<file path="config.mk">
export PLATFORM = sky130hd
export DESIGN_NAME = rr_decode_arbiter
export DESIGN_NICKNAME = d
export VERILOG_FILES = /design/src/rtl/rr_decode_arbiter_pkg.sv /design/src/rtl/decoder3to8_l.sv /design/src/rtl/rr_decode_arbiter.sv
export SDC_FILE = /design/constraint.sdc
export NUM_CORES = 1
export LEC_CHECK = 0
export ABC_AREA = 0
export CAP_MARGIN = 20
export CORE_MARGIN = 2
export CORE_UTILIZATION = 37
export DETAILED_ROUTE_END_ITERATION = 8
export DONT_BUFFER_PORTS = 1
export PLACE_DENSITY = 0.59
export SYNTH_ARGS = -nofsm -noshare
export SYNTH_HDL_FRONTEND = slang
export SYNTH_HIERARCHICAL = 1
export SYNTH_SLANG_ARGS = --single-unit
</file>
<file path="constraint.sdc">
create_clock -name clk -period 3.4 [get_ports clk]
set_input_delay 0.68 -clock clk [delete_from_list [all_inputs] [get_ports clk]]
set_output_delay 0.68 -clock clk [all_outputs]
set_load 0.01 [all_outputs]
</file>
<file path="src/rtl/rr_decode_arbiter_pkg.sv">
// Shared types, widths and the round-robin search helper for rr_decode_arbiter.
package rr_decode_arbiter_pkg;

    localparam int unsigned NREQ   = 8;
    localparam int unsigned CODE_W = 3;
    localparam int unsigned CNT_W  = 5;

    typedef enum logic {
        IDLE  = 1'b0,
        GRANT = 1'b1
    } state_t;

    // First set request bit searching upward from ptr+1, wrapping modulo NREQ.
    function automatic logic [CODE_W-1:0] rr_pick(
        input logic [NREQ-1:0]   req,
        input logic [CODE_W-1:0] ptr
    );
        logic [CODE_W-1:0] v_idx;
        logic [CODE_W-1:0] v_win;
        logic              v_found;
        v_win   = ptr;
        v_found = 1'b0;
        for (int i = 1; i <= NREQ; i++) begin
            v_idx = ptr + CODE_W'(i);
            if (!v_found && req[v_idx]) begin
                v_win   = v_idx;
                v_found = 1'b1;
            end
        end
        return v_win;
    endfunction

endpackage

</file>
<file path="src/rtl/decoder3to8_l.sv">
// Active-low 3-to-8 decoder with enable; all outputs high when disabled.
module decoder3to8_l
    import rr_decode_arbiter_pkg::*;
(
    input  logic              i_en,
    input  logic [CODE_W-1:0] i_code,
    output logic [NREQ-1:0]   o_y_l
);

    // Drive the selected line low only while enabled.
    always_comb begin
        o_y_l = '1;
        if (i_en) begin
            o_y_l[i_code] = 1'b0;
        end
    end

endmodule

</file>
<file path="src/rtl/rr_decode_arbiter.sv">
// Round-robin arbiter over 8 requesters with an active-low one-hot grant,
// bounded grant length and a mandatory idle cycle between grants.
module rr_decode_arbiter
    import rr_decode_arbiter_pkg::*;
#(
    parameter int unsigned MAX_HOLD = 16
)
(
    input  logic              clk,
    input  logic              rst,
    input  logic              en,
    input  logic [NREQ-1:0]   req,
    input  logic              done,
    output logic [CODE_W-1:0] sel,
    output logic [NREQ-1:0]   y_l,
    output logic              valid,
    output logic              timeout
);

    state_t            r_state;
    logic [CODE_W-1:0] r_ptr;
    logic [CODE_W-1:0] r_sel;
    logic [CNT_W-1:0]  r_cnt;
    logic              r_timeout;

    state_t            w_state_nxt;
    logic [CODE_W-1:0] w_ptr_nxt;
    logic [CODE_W-1:0] w_sel_nxt;
    logic [CNT_W-1:0]  w_cnt_nxt;
    logic              w_timeout_nxt;
    logic [CODE_W-1:0] w_winner;
    logic              w_hold_last;
    logic              w_grant_on;

    assign w_winner    = rr_pick(req, r_ptr);
    assign w_hold_last = (r_cnt == CNT_W'(MAX_HOLD - 1));
    assign w_grant_on  = (r_state == GRANT) && en;

    // State, pointer, grantee code, hold counter and timeout pulse registers.
    always_ff @(posedge clk or posedge rst) begin
        if (rst) begin
            r_state   <= IDLE;
            r_ptr     <= CODE_W'(NREQ - 1);
            r_sel     <= '0;
            r_cnt     <= '0;
            r_timeout <= 1'b0;
        end else begin
            r_state   <= w_state_nxt;
            r_ptr     <= w_ptr_nxt;
            r_sel     <= w_sel_nxt;
            r_cnt     <= w_cnt_nxt;
            r_timeout <= w_timeout_nxt;
        end
    end

    // Next-state logic: grant on any enabled request, release on done,
    // dropped request, disable or hold limit; done wins over the limit.
    always_comb begin
        w_state_nxt   = r_state;
        w_ptr_nxt     = r_ptr;
        w_sel_nxt     = r_sel;
        w_cnt_nxt     = r_cnt;
        w_timeout_nxt = 1'b0;
        case (r_state)
            IDLE: begin
                if (en && (req != '0)) begin
                    w_state_nxt = GRANT;
                    w_sel_nxt   = w_winner;
                    w_cnt_nxt   = '0;
                end
            end
            GRANT: begin
                w_cnt_nxt = r_cnt + CNT_W'(1);
                if (done || !req[r_sel] || !en || w_hold_last) begin
                    w_state_nxt   = IDLE;
                    w_ptr_nxt     = r_sel;
                    w_timeout_nxt = !done && req[r_sel] && en && w_hold_last;
                end
            end
            default: begin
                w_state_nxt = IDLE;
            end
        endcase
    end

    decoder3to8_l u_dec (
        .i_en   (w_grant_on),
        .i_code (r_sel),
        .o_y_l  (y_l)
    );

    assign sel     = r_sel;
    assign valid   = w_grant_on;
    assign timeout = r_timeout;

endmodule

</file>
# Yosys cells after proc, flatten, opt, wreduce, memory -nomap -nowiden
# Index checks and enable logic that the tools add are counted.
dict set report totals {
  ff_bits 13
  inputBits 12
}
dict set report op_classes {
  mux 43
  add_sub_neg 8
  eq_ne 2
  magnitude_cmp 10
  reduce_logical 29
  n_bitwise 2
}
# cell count
set ops {}
lappend ops {{3-bit by 4-bit < comparator with 1-bit output (second input constant)} 9}
lappend ops {{1-bit binary-select mux with 3-bit select} 9}
lappend ops {{3-bit two-way mux} 8}
lappend ops {{1-bit two-way mux} 21}
lappend ops {{1-bit logical AND} 13}
lappend ops {{3-bit adder (second input constant)} 4}
lappend ops {{1-bit logical NOT} 10}
lappend ops {{5-bit case mux with 2 select lines} 1}
lappend ops {{8-bit two-way mux} 1}
lappend ops {{8-bit inverter} 1}
lappend ops {{8-bit nonzero test} 1}
lappend ops {{3-bit by 2-bit adder with 3-bit output (second input constant)} 2}
lappend ops {{5-bit by 1-bit adder with 5-bit output (second input constant)} 1}
lappend ops {{5-bit by 4-bit == test with 1-bit output (second input constant)} 1}
lappend ops {{5-bit two-way mux} 1}
lappend ops {{2-bit AND reduction} 2}
lappend ops {{3-bit by 1-bit adder with 3-bit output (second input constant)} 1}
lappend ops {{1-bit demux with 3-bit select} 1}
lappend ops {{3-bit by 1-bit >= comparator with 1-bit output (second input constant)} 1}
lappend ops {{1-bit logical OR} 3}
lappend ops {{2-bit inequality test (second input constant)} 1}
lappend ops {{1-bit case mux with 2 select lines} 1}
lappend ops {{1-bit inverter} 1}

# Logic depth before layout (Yosys ltp)
# Gate-level depths: netlist of run 1.
dict set report depth {
  ltp_word 25
  depth_mapped 11
  ltp_nobuf 8
}

# By module
# The synthesis of run 1 kept the hierarchy.
# module cells_each instances area_each_um2
set modules_own_cells {}
lappend modules_own_cells {rr_decode_arbiter 144 1 1438.9}
lappend modules_own_cells {decoder3to8_l 8 1 76.3}

# Worst setup path after synthesis of run 1
# OpenSTA, ideal clock, no wires.
dict set report synth_timing {
  path_type {reg-to-reg}
  start {register r_ptr[0]}
  end {register r_sel[0] (netlist: sel[0])}
  n_path_buf 3
  path_stages_with_launch 12
  period_less_slack_ns 3.026
  arrival_ns 2.959
  path_slack_ns 0.374
  path_cell_list {dfstp_2 -> buf_6 -> buf_2 -> inv_1 -> ha_1 -> buf_6 -> mux2_1 -> mux4_2 -> nor3b_4 -> nand3_2 -> a211o_1 -> nand3_2}
}
dict set report synth_via {
  elab_chain_len 25
}
# element line
set synth_rtl {}
lappend synth_rtl {{start: declaration} rr_decode_arbiter.sv:21} ;# logic [CODE_W-1:0] r_ptr;
lappend synth_rtl {{start signal: assignment} rr_decode_arbiter.sv:43} ;# r_ptr <= CODE_W'(NREQ - 1);
lappend synth_rtl {{start signal: assignment} rr_decode_arbiter.sv:49} ;# r_ptr <= w_ptr_nxt;
lappend synth_rtl {{3-bit by 1-bit adder with 3-bit output} rr_decode_arbiter_pkg.sv:24} ;# v_idx = ptr + CODE_W'(i);
lappend synth_rtl {{1-bit binary-select mux with 3-bit select} rr_decode_arbiter_pkg.sv:25} ;# if (!v_found && req[v_idx]) begin
lappend synth_rtl {{1-bit two-way mux (implied by the code)} rr_decode_arbiter_pkg.sv:25}
lappend synth_rtl {{1-bit two-way mux} rr_decode_arbiter_pkg.sv:25}
lappend synth_rtl {{1-bit logical NOT} rr_decode_arbiter_pkg.sv:25}
lappend synth_rtl {{1-bit logical AND} rr_decode_arbiter_pkg.sv:25}
lappend synth_rtl {{1-bit two-way mux} rr_decode_arbiter_pkg.sv:25}
lappend synth_rtl {{1-bit logical NOT} rr_decode_arbiter_pkg.sv:25}
lappend synth_rtl {{(+9 left out)} -}
lappend synth_rtl {{1-bit logical AND} rr_decode_arbiter_pkg.sv:25}
lappend synth_rtl {{1-bit two-way mux} rr_decode_arbiter_pkg.sv:25}
lappend synth_rtl {{1-bit logical NOT} rr_decode_arbiter_pkg.sv:25}
lappend synth_rtl {{1-bit logical AND} rr_decode_arbiter_pkg.sv:25}
lappend synth_rtl {{1-bit two-way mux} rr_decode_arbiter_pkg.sv:25}
lappend synth_rtl {{1-bit logical NOT} rr_decode_arbiter_pkg.sv:25}
lappend synth_rtl {{1-bit logical AND} rr_decode_arbiter_pkg.sv:25}
lappend synth_rtl {{3-bit two-way mux *} rr_decode_arbiter_pkg.sv:25}
lappend synth_rtl {{end signal: assignment} rr_decode_arbiter.sv:50} ;# r_sel <= w_sel_nxt;
lappend synth_rtl {{end: declaration} rr_decode_arbiter.sv:22} ;# logic [CODE_W-1:0] r_sel;
# Mark *: on every way between the ends. The rest lies on a longest branch, timed or not. The select of a mux whose other input is x is not followed.
# A chain may end at the register's enable or synchronous reset.

# Final worst setup path of run 1
dict set report layout_timing {
  start {register r_ptr[1]}
  end {register r_sel[0] (netlist: sel[0])}
}
# Same word-level chain as after synthesis.

==> out/metrics.cfg, run 1 <==
[run_status]
outcome=complete, no violations

[yosys]
ys_seq_area_share_pct=21.72
syn_nets=168
ys.flop_type=dfrtp_1
synth.cell_area_um2=1515
ys_ff_latch=13
yosysUniqueCellTypes=51
synth_edf_count=0
avgSynthCellArea_um2=9.968
syn_inst=152
synthArstFlopShare_pct=100.0
yosys_warnings=6

[place]
numPortBuffers=0
place_inst=199
post-place-ws_ps=490.3
gp_congestion=0.8363
post-dp-hpwl_um=2697

[setup_path]
end_kind=flop
max_stage_delay_ps=540
arrival_ps=3120
start_kind=flop
crit_top_cell=nand3_2
crit_buf_inv=1
cp_slowest_cell=mux4_2
cp_data_required_time_ps=3590
crit_chain=inv_1 > ha_1 > mux2_1 > mux4_2 > nor3b_4 > nand3_2 > a211o_1 > nand3_2
critPathMaxFanout=8
worstSetupPathType=flop to flop
crit_family=multiplexers

[sta]
setup_slack_ps=462.2
worst_slew_pin_slew_ps=517.0
timing.slew.headroom_pct=65.54
period_minus_slack_ps=2938
finalSetupTns_ps=0
setup_violations=0
max_freq_mhz=340.4
finClkSkew_ps=3.069
final-max-slew-violation-count=0
timing_hold_violations_final=0
fin_crit_sh_pct=86.41
rsz0062_at_grt=false

[finish]
diodes=0
final_common_cell=nand2_1
nets=170
final_cell_mix=nand2_1 (15), dfrtp_1 (10), inv_1 (9)
area_growth_syn_to_layout_pct=5.946
stdcell_count=203
drive_above_1_share_pct=20.92

[clock_network]
postCtsResizedCells=0
cts_hold_buf=0
h-tree-depth=1
cts_max_path_buffers=2
numCtsBuffers=3
cts_setup_buffers=0
cts.reportedPaths.clkPinSlew_ps=60
cts_root_buf=clkbuf_8
clkSinkCount=13
insertion_delay_ps=250
cts_tree=yes

[power]
p_per_area_nw_per_um2=1151
peakVddDrop_uv=486.8
leakage_nw=0.6137
total_power_mw=1.848

[flow_run]
maxCapViolations=0

[route]
drc=0
wirelength_um=3685
first_pass_iters=4
vias=1283
wire_per_inst_um=18.15
drtIter0Drc=47
postRouteAntennaNets=0
vias_per_cell=6.320

[floorplan]
start_util_pct=38.15
die_area_um2=4623
fp.dieW_um=68.00
ios=25
row_count=23
die_y_um=68.00
coreArea_um2=3971

[global_routing]
grt_usage_pct=16.81
antenna_found_initial=0
grt-ovfl-total=0
grt_first_pass_wirelength_um=5816
grt_pass1_vias=1187
grt_max_degree=16

[min_path]
hold_class=input pin to async pin

-- cells in the mapped netlist (all sizes together), types with 3 or more instances --
| library cell | n | share of area, % |
|---|---|---|
| nor2b | 4 | 1.7 |
| ha | 4 | 3.3 |
| a21oi | 4 | 1.3 |
| nand3 | 5 | 2.3 |
| mux2i | 8 | 5.5 |
| dfstp | 3 | 5.2 |
| nand4bb | 3 | 2.2 |
| nand4 | 3 | 1.2 |
| a32oi | 3 | 1.7 |
| dfrtp | 10 | 17 |
| nand2 | 15 | 3.7 |
| nand4b | 3 | 1.7 |
| inv | 9 | 2.2 |
| buf | 5 | 2.5 |
| o21ai | 8 | 2.6 |
| mux4 | 10 | 16 |
| nor2 | 6 | 1.5 |
| and2 | 4 | 1.7 |
| mux2 | 13 | 9.9 |
-- report_power, final --
| part | internal [mW] | switching [mW] |
|---|---|---|
| registers | 0.228 | 0.135 |
| clock network | 0.0811 | 0.0613 |
| logic | 0.632 | 0.711 |
| total | 0.941 | 0.907 |
-- state kept, by name, summed over array words and instances, names as in the netlist --
register and flops:
r_cnt 5, r_ptr 3, r_state 1, sel 3
timeout 1
-- final timing paths --
| check | start | endpoint | slack (ps) | cells past startpoint |
|---|---|---|---|---|
| min reg2reg | r_cnt[4]$_DFFE_PP0P_ | r_cnt[4]$_DFFE_PP0P_ | 520 | 2 |
| max reg2reg | r_ptr[1]$_DFFE_PP1P_ | sel[0]$_DFFE_PP0P_ | 460 | 8 |
| min in group clk | r_cnt[4]$_DFFE_PP0P_ | r_cnt[4]$_DFFE_PP0P_ | 520 | 2 |
| max in group asynchronous | rst | r_ptr[2]$_DFFE_PP1P_ | 2690 | 1 |
| max | r_ptr[1]$_DFFE_PP1P_ | sel[0]$_DFFE_PP0P_ | 460 | 8 |
| min | rst | sel[0]$_DFFE_PP0P_ | 350 | 1 |
-- cell type report --
class	instances	area (µm²)
flip-flops and latches	13	329.1
repair buffers	3	22.52
fillers	379	2366
clock inverters	1	5.005
well taps	50	62.56
clock buffers	3	41.29
inverters	9	33.78
multi-input cells	124	1111
-- through the flow --
stage	cell area (µm²)	utilization, %	hold WS [ps]
after global routing	1605	40.42	377.8
after detailed placement	1559	39.26	515.8
after CTS	1605	40.42	371.5
after floorplan	1515	-	464.8
final	1605	40.42	348.5
after global placement	1559	39.26	505.1
-- per-layer routing --
metal  GRT usage, %  up-vias  wire length (µm)
met1          22.30      647              1671
met5              0        -                 0
li1               -      600                 -
met4          4.750        0                27
met2          27.43       32              1848
met3          3.783        4               137
-- logic make-up (layout without fill, tap and decap cells) --
kind of cell,count (synthesis),count (layout),synth area share [%]
and+or+nand+nor,53,53,21.30
AOI/OAI and AO/OA,32,32,15.36
buffers and inverters,15,16,4.954
DFF,13,13,21.72
xor gates and xnor gates,4,4,2.313
muxes,31,31,31.05
adders and majority gates,4,4,3.303
(Power assumes the default switching activity.)
==> run 2: changes to the inputs <==
--- a/config.mk
+++ b/config.mk
@@ -14,5 +14,4 @@
 export PLACE_DENSITY = 0.59
 export SYNTH_ARGS = -nofsm -noshare
 export SYNTH_HDL_FRONTEND = slang
-export SYNTH_HIERARCHICAL = 1
 export SYNTH_SLANG_ARGS = --single-unit
==> run 2 against run 1 <==
Combinational power up 11%. Synthesized cell count is 34% higher. Sequential share of layout area is 1.7 points lower. Die area is 10% higher. Count of clock-buffer cells in the layout unchanged. Non-clock buffer count up 1. Worst setup slack worse by 180 ps. Critical endpoint is now sel[1]$_DFFE_PP0P_. Final cell count up 23%.
==> out/metrics.cfg, run 2 <==
[setup_path]
end_kind=flop
worstReg2RegEnd=sel[1]$_DFFE_PP0P_
cp_data_required_time_ps=3530  ; -60 ps
arrival_ps=3240  ; +120 ps
worstSetupPathType=flop to flop
r2r_cells=11  ; +3
r2r-start=r_ptr[1]$_DFFE_PP1P_
critPathMaxFanout=8  ; unchanged
start_kind=flop
ff2ff_setup_slack_ps=280  ; -180 ps

[finish]
regArea_um2=329.1  ; unchanged
nets=215  ; +26%
area_growth_syn_to_layout_pct=4.092
multi_input_area_um2=1250  ; +12%
largest-register=r_cnt
final_common_cell=nand2_1
final_cell_mix=nand2_1 (26), mux2i_1 (23), nor2_1 (16)
drive_above_1_share_pct=16.16  ; -4.8 points
diodes=0  ; unchanged
fill_cells=420  ; +11%
largest_register_ffs=5  ; unchanged

[yosys]
avgSynthCellArea_um2=8.284  ; -17%
ys.flop_type=dfrtp_1
synth.top_cells.by_count=nand2_1 (26), mux2i_1 (23), nor2_1 (16)
synthArstFlopShare_pct=100.0  ; unchanged
muxShareOfSynthArea_pct=25.74  ; -5.3 points
synth-xor-area-share_pct=3.051  ; +0.74 points
synthSimpleGateAreaFrac_pct=23.96  ; +2.7 points
ys_seq_area_share_pct=19.57  ; -2.1 points
yosysUniqueCellTypes=48  ; -5.9%
yosys_warnings=0  ; -6
synth_top_area_share_pct=14.88  ; -1.6 points
yosys-top-cells-area=dfrtp_1 (15%), mux2i_1 (14%), mux2_2 (6.7%)
synth_top_family_by_area=multiplexers
synth_fa_ha_area_share_pct=2.976  ; -0.33 points
syn_nets=219  ; +30%
synth.cell_area_um2=1682  ; +11%
syn_inst=203  ; +34%
ys_ff_latch=13  ; unchanged
synth_top_area_cell=dfrtp_1
synth_edf_count=0  ; unchanged
yosysMostFrequentCell=nand2_1
synth-compound-area-share_pct=18.60  ; +3.2 points

[sta]
timing_hold_violations_final=0  ; unchanged
worst_slew_pin_slew_ps=544.1  ; +27.18 ps
final-max-slew-violation-count=0  ; unchanged
finClkSkew_ps=3.259  ; +0.1895 ps
period_minus_slack_ps=3118  ; +180.2 ps
setup_violations=0  ; unchanged
max_freq_mhz=320.7  ; -5.8%
finalSetupTns_ps=0  ; unchanged
timing.slew.headroom_pct=63.56  ; -2.0 points
fin_crit_sh_pct=91.71  ; +5.3 points
setup_slack_ps=282.0  ; -180.2 ps
rsz0062_at_grt=false

[global_routing]
antenna_found_initial=0  ; unchanged
grt-ovfl-total=0  ; unchanged
grt_pass1_vias=1439  ; +21%
grt_max_degree=28  ; +12
grt_first_pass_wirelength_um=6789  ; +17%
grt_usage_pct=16.29  ; -0.52 points

[floorplan]
fp.dieW_um=71.42  ; +5.0%
ios=25  ; unchanged
coreArea_um2=4354  ; +9.6%
row_count=24  ; +4.3%
start_util_pct=38.62  ; +0.47 points
die_area_um2=5100  ; +10%
die_y_um=71.42  ; +5.0%

[place]
post-dp-hpwl_um=3115  ; +16%
numPortBuffers=0  ; unchanged
post-place-ws_ps=317.8  ; -172.5 ps
gp_congestion=0.8921  ; +6.7%

[route]
wirelength_um=4125  ; +12%
postRouteAntennaNets=0  ; unchanged
drc=0  ; unchanged
vias_per_cell=6.108  ; -3.4%
vias=1527  ; +19%
first_pass_iters=4  ; unchanged
wire_per_inst_um=16.50  ; -9.1%
drtIter0Drc=68  ; +45%

[clock_network]
insertion_delay_ps=240  ; about the same
h-tree-depth=1  ; unchanged
numCtsBuffers=3  ; unchanged
cts_tree=yes
cts_max_path_buffers=2  ; unchanged
cts_hold_buf=0  ; unchanged
cts.reportedPaths.clkPinSlew_ps=60  ; about the same
clkSinkCount=13  ; unchanged
postCtsResizedCells=0  ; unchanged
cts_root_buf=clkbuf_8
cts_setup_buffers=0  ; unchanged

[power]
peakVddDrop_uv=460.6  ; -5.4%
p_per_area_nw_per_um2=1143  ; -0.69%
total_power_mw=2.001  ; +8.3%
leakage_nw=0.6798  ; +11%

[min_path]
hold_class=input pin to async pin

[run_status]
outcome=complete, no violations

[flow_run]
maxCapViolations=0  ; unchanged

[run 2: cell count changes after synthesis, sizes merged, moves of 4 or more]
cell and change:
nand2 +11, nand3 +7, clkbuf +6, nor2 +10
mux2i +15, o22ai +5, o221ai +7, mux4 -6
nor4 +4
[run 2: how the worst max path moves through the flow]
stage                         start            endpoint  depth (start not counted)
6_report       r_ptr[1]$_DFFE_PP1P_  sel[1]$_DFFE_PP0P_                         11
5_1_grt        r_ptr[1]$_DFFE_PP1P_  sel[1]$_DFFE_PP0P_                         11
4_1_cts        r_ptr[1]$_DFFE_PP1P_  sel[1]$_DFFE_PP0P_                         11
3_5_place_dp   r_ptr[1]$_DFFE_PP1P_  sel[1]$_DFFE_PP0P_                         11
3_3_place_gp   r_ptr[1]$_DFFE_PP1P_  sel[1]$_DFFE_PP0P_                         11
2_1_floorplan  r_ptr[1]$_DFFE_PP1P_  sel[1]$_DFFE_PP0P_                         13
[run 2: cells by family after synthesis]
kind of cell             Yosys count
AO/OA/AOI/OAI                     43
XOR/XNOR                           5
adder cells (fa/ha/maj)            4
buffers and inverters             21
flip-flops                        13
multiplexers                      37
AND/OR/NAND/NOR                   80
[run 2: report_power, final]
group          switching (mW)  internal, mW
sequential              0.143         0.227
combinational           0.834         0.659
clock                  0.0574        0.0809
total                    1.03         0.967
[run 2: layer usage]
layer	global-route usage, %	routed length, µm	up-vias
li1	-	-	752
met1	24.08	1951	726
met2	25.51	1923	49
met3	3.094	250	0
met4	1.887	0	0
met5	0	0	-
[run 2: critical path, stage by stage, from the launching register on]
cell      delay, ps
dfstp_2         520
inv_1            70
ha_1            400
buf_4           210
mux2i_1         310
mux2i_1         170
o221ai_4        260
o211ai_1        290
nand4b_1        320
nand3b_1        130
a21oi_1          50
a211o_1         270
[run 2: per-stage QoR]
step	util, %	std cells	cell area, µm²	hold slack, ps
after floorplan	-	203	1682	443.1
after global placement	39.14	246	1704	466.4
after detailed placement	39.14	246	1704	475.3
after CTS	40.20	250	1750	368.8
after global routing	40.20	250	1750	390.4
final	40.20	250	1750	346.1
[run 2: final cells by class]
cell class | count | area share (%)
Inverter | 8 | 1.716
Tap cell | 52 | 3.717
Sequential cell | 13 | 18.80
Multi-Input combinational cell | 169 | 71.41
Clock inverter | 1 | 0.2859
Clock buffer | 3 | 2.359
Timing Repair Buffer | 4 | 1.716
==> run 3: changes to the inputs <==
--- a/config.mk
+++ b/config.mk
@@ -11,7 +11,8 @@
 export CORE_UTILIZATION = 37
 export DETAILED_ROUTE_END_ITERATION = 8
 export DONT_BUFFER_PORTS = 1
-export PLACE_DENSITY = 0.59
+export PLACE_DENSITY = 0.61
+export SLEW_MARGIN = 5
 export SYNTH_ARGS = -nofsm -noshare
 export SYNTH_HDL_FRONTEND = slang
 export SYNTH_SLANG_ARGS = --single-unit
==> constraint.sdc (replaced) <==
create_clock -name clk -period 2.7 [get_ports clk]
set_input_delay 0.54 -clock clk [delete_from_list [all_inputs] [get_ports clk]]
set_output_delay 0.54 -clock clk [all_outputs]
set_load 0.01 [all_outputs]
==> run 3 against run 2 <==
Critical path type unchanged. Global-route usage rose by 2.9 points. Final cell count is 16% higher. Sequential cell count stayed put. Count of clock-buffer cells in the layout increased by 1. Via count grew 12%. Largest cell class unchanged. Register-to-register slack lost 400 ps. Total power grew 76%. The flow now finishes with violations (negative setup slack). Critical endpoint unchanged.
==> out/metrics.cfg, run 3 (synthesis results as in run 2) <==
[finish]
final_common_cell=buf_4
area_growth_syn_to_layout_pct=31.47
nets=254  ; +18%
fill_cells=384  ; -8.6%
fin_util_pct=50.78  ; +11 points
diodes=0  ; unchanged
largest_register_ffs=5  ; unchanged
drive_above_1_share_pct=38.40  ; +22 points
largest-register=r_cnt
regArea_um2=329.1  ; unchanged
final_cell_mix=buf_4 (39), nand2_1 (26), nor2_1 (15)
multi_input_area_um2=1381  ; +11%
stdcell_count=289  ; +16%

[sta]
timing_hold_violations_final=0  ; unchanged
setup_violations=3  ; +3
finClkSkew_ps=0.6949  ; -2.564 ps
max_freq_mhz=355.3  ; +11%
setup_slack_ps=-114.5  ; -396.6 ps
worst_slew_pin_slew_ps=475.3  ; -68.87 ps
timing.slew.headroom_pct=67.98  ; +4.4 points
period_minus_slack_ps=2815  ; -303.4 ps
rsz0062_at_grt=true
fin_crit_sh_pct=104.2  ; +13 points
final-max-slew-violation-count=0  ; unchanged
holdWs_ps=208.0  ; -138.0 ps

[route]
wire_per_inst_um=16.50  ; about the same
vias=1713  ; +12%
drtIter0Drc=117  ; +72%
first_pass_iters=4  ; unchanged
wirelength_um=4769  ; +16%
vias_per_cell=5.927  ; -3.0%
postRouteAntennaNets=0  ; unchanged
drc=0  ; unchanged

[clock_network]
clkSinkCount=13  ; unchanged
cts_root_buf=clkbuf_8
cts.reportedPaths.clkPinSlew_ps=50  ; about the same
insertion_delay_ps=240  ; about the same
cts_hold_buf=0  ; unchanged
h-tree-depth=1  ; unchanged
numCtsBuffers=3  ; unchanged
cts_tree=yes
cts_max_path_buffers=2  ; unchanged

[place]
gp_congestion=0.8611  ; -3.5%
numPortBuffers=0  ; unchanged
post-dp-hpwl_um=3514  ; +13%
place_inst=277  ; +13%

[run_status]
violations=negative setup slack
outcome=complete, but fails checks

[setup_path]
worstSetupPathType=flop to flop
r2r-start=r_ptr[1]$_DFFE_PP1P_
cp_data_required_time_ps=2820  ; -710 ps
end_kind=flop
crit_chain=inv_6 > ha_4 > buf_12 > mux2i_4 > mux2_2 > o21a_1 > nand3b_1 > or3_4 > nand3_2 > o22ai_1 > a211o_1
arrival_ps=2930  ; -310 ps
critPathMaxFanout=5  ; -3
critPathLaunch=r_ptr[1]$_DFFE_PP1P_
start_kind=flop
max_stage_delay_ps=560  ; +40 ps
cp_slowest_cell=dfstp_2

[floorplan]
row_count=24  ; unchanged
die_y_um=71.42  ; unchanged
fp.dieW_um=71.42  ; unchanged
die_area_um2=5100  ; unchanged
start_util_pct=38.62  ; unchanged
ios=25  ; unchanged
coreArea_um2=4354  ; unchanged

[global_routing]
grt_first_pass_wirelength_um=7872  ; +16%
antenna_found_initial=0  ; unchanged
grt_usage_pct=19.19  ; +2.9 points
grt_pass1_vias=1688  ; +17%
grt_max_degree=15  ; -46%
grt-ovfl-total=0  ; unchanged

[min_path]
hold_class=input pin to async pin

[power]
peakVddDrop_uv=776.3  ; +69%
p_comb_share_pct=83.2  ; +8.6 points
power.net_switching_mw=1.583  ; +53%
p_int_mw=1.933  ; +100%
swShare_pct=45.02  ; -6.7 points
leakage_nw=0.8767  ; +29%
total_power_mw=3.516  ; +76%
power_frac_seq_pct=12.0  ; -6.5 points
p_per_area_nw_per_um2=1590  ; +39%
clockPowerShare_pct=4.8  ; -2.1 points

[flow_run]
maxCapViolations=0  ; unchanged

## run 3: final cells by class
cell class,instances,share of cell area [%]
multi-input combinational,169,62.48
timing repair buffer,43,16.07
sequential,13,14.88
inverter,8,1.585
clock buffer,4,2.037
tap,52,2.943
## run 3: worst paths after layout
check | endpoint | cells past startpoint | slack, ps
max | sel[1]$_DFFE_PP0P_ | 11 | -110
min | r_cnt[3]$_DFFE_PP0P_ | 1 | 210
max reg2reg | sel[1]$_DFFE_PP0P_ | 11 | -110
min reg2reg | r_cnt[3]$_DFFE_PP0P_ | 1 | 480
max in group asynchronous | r_ptr[2]$_DFFE_PP1P_ | 1 | 2140
min in group clk | timeout$_DFF_PP0_ | 2 | 470
## run 3: critical path: cells and delay by family (launching register included)
| family | cells | cell delay (ps) |
|---|---|---|
| mux | 2 | 500 |
| simple gates | 3 | 610 |
| flops | 1 | 560 |
| buf+inv | 2 | 160 |
| fa+ha+maj | 1 | 290 |
| compound gates | 3 | 560 |
## run 3: what timing repair did
| item | 4_1_cts | 5_1_grt |
|---|---|---|
| setup endpoints to repair | 3 | 3 |
| pin swaps | 6 | 6 |
| resized for setup | 14 | 7 |
| endpoints found under the hold margin | 0 | 0 |
| setup buffers | 6 | 3 |
## run 3: power groups by stage
stage / clock [mW] / combinational [mW] / sequential [mW]
after CTS: 0.173 / 2.78 / 0.423
final: 0.169 / 2.92 / 0.423
after detailed placement: 0 / 2.45 / 0.424
after floorplan: 0 / 1.82 / 0.348
after global routing: 0.180 / 3.16 / 0.437
after global placement: 0 / 2.43 / 0.425
## run 3: per-layer routing
metal  part of all wire, %  track usage [%]
met1                    46            26.83
met2                    50            32.41
met3                   3.6            1.406
met4                  0.65            4.612
met5                     0                0
## run 3: per-stage QoR
stage	setup slack, ps	instance area (µm²)	setup TNS (ps)
after floorplan	-208.6	1769	-356.2
after global placement	-89.51	1979	-184.6
after detailed placement	-170.5	1979	-320.3
after CTS	-80.20	2155	-114.8
after global routing	-227.3	2211	-554.8
final	-114.5	2211	-190.2
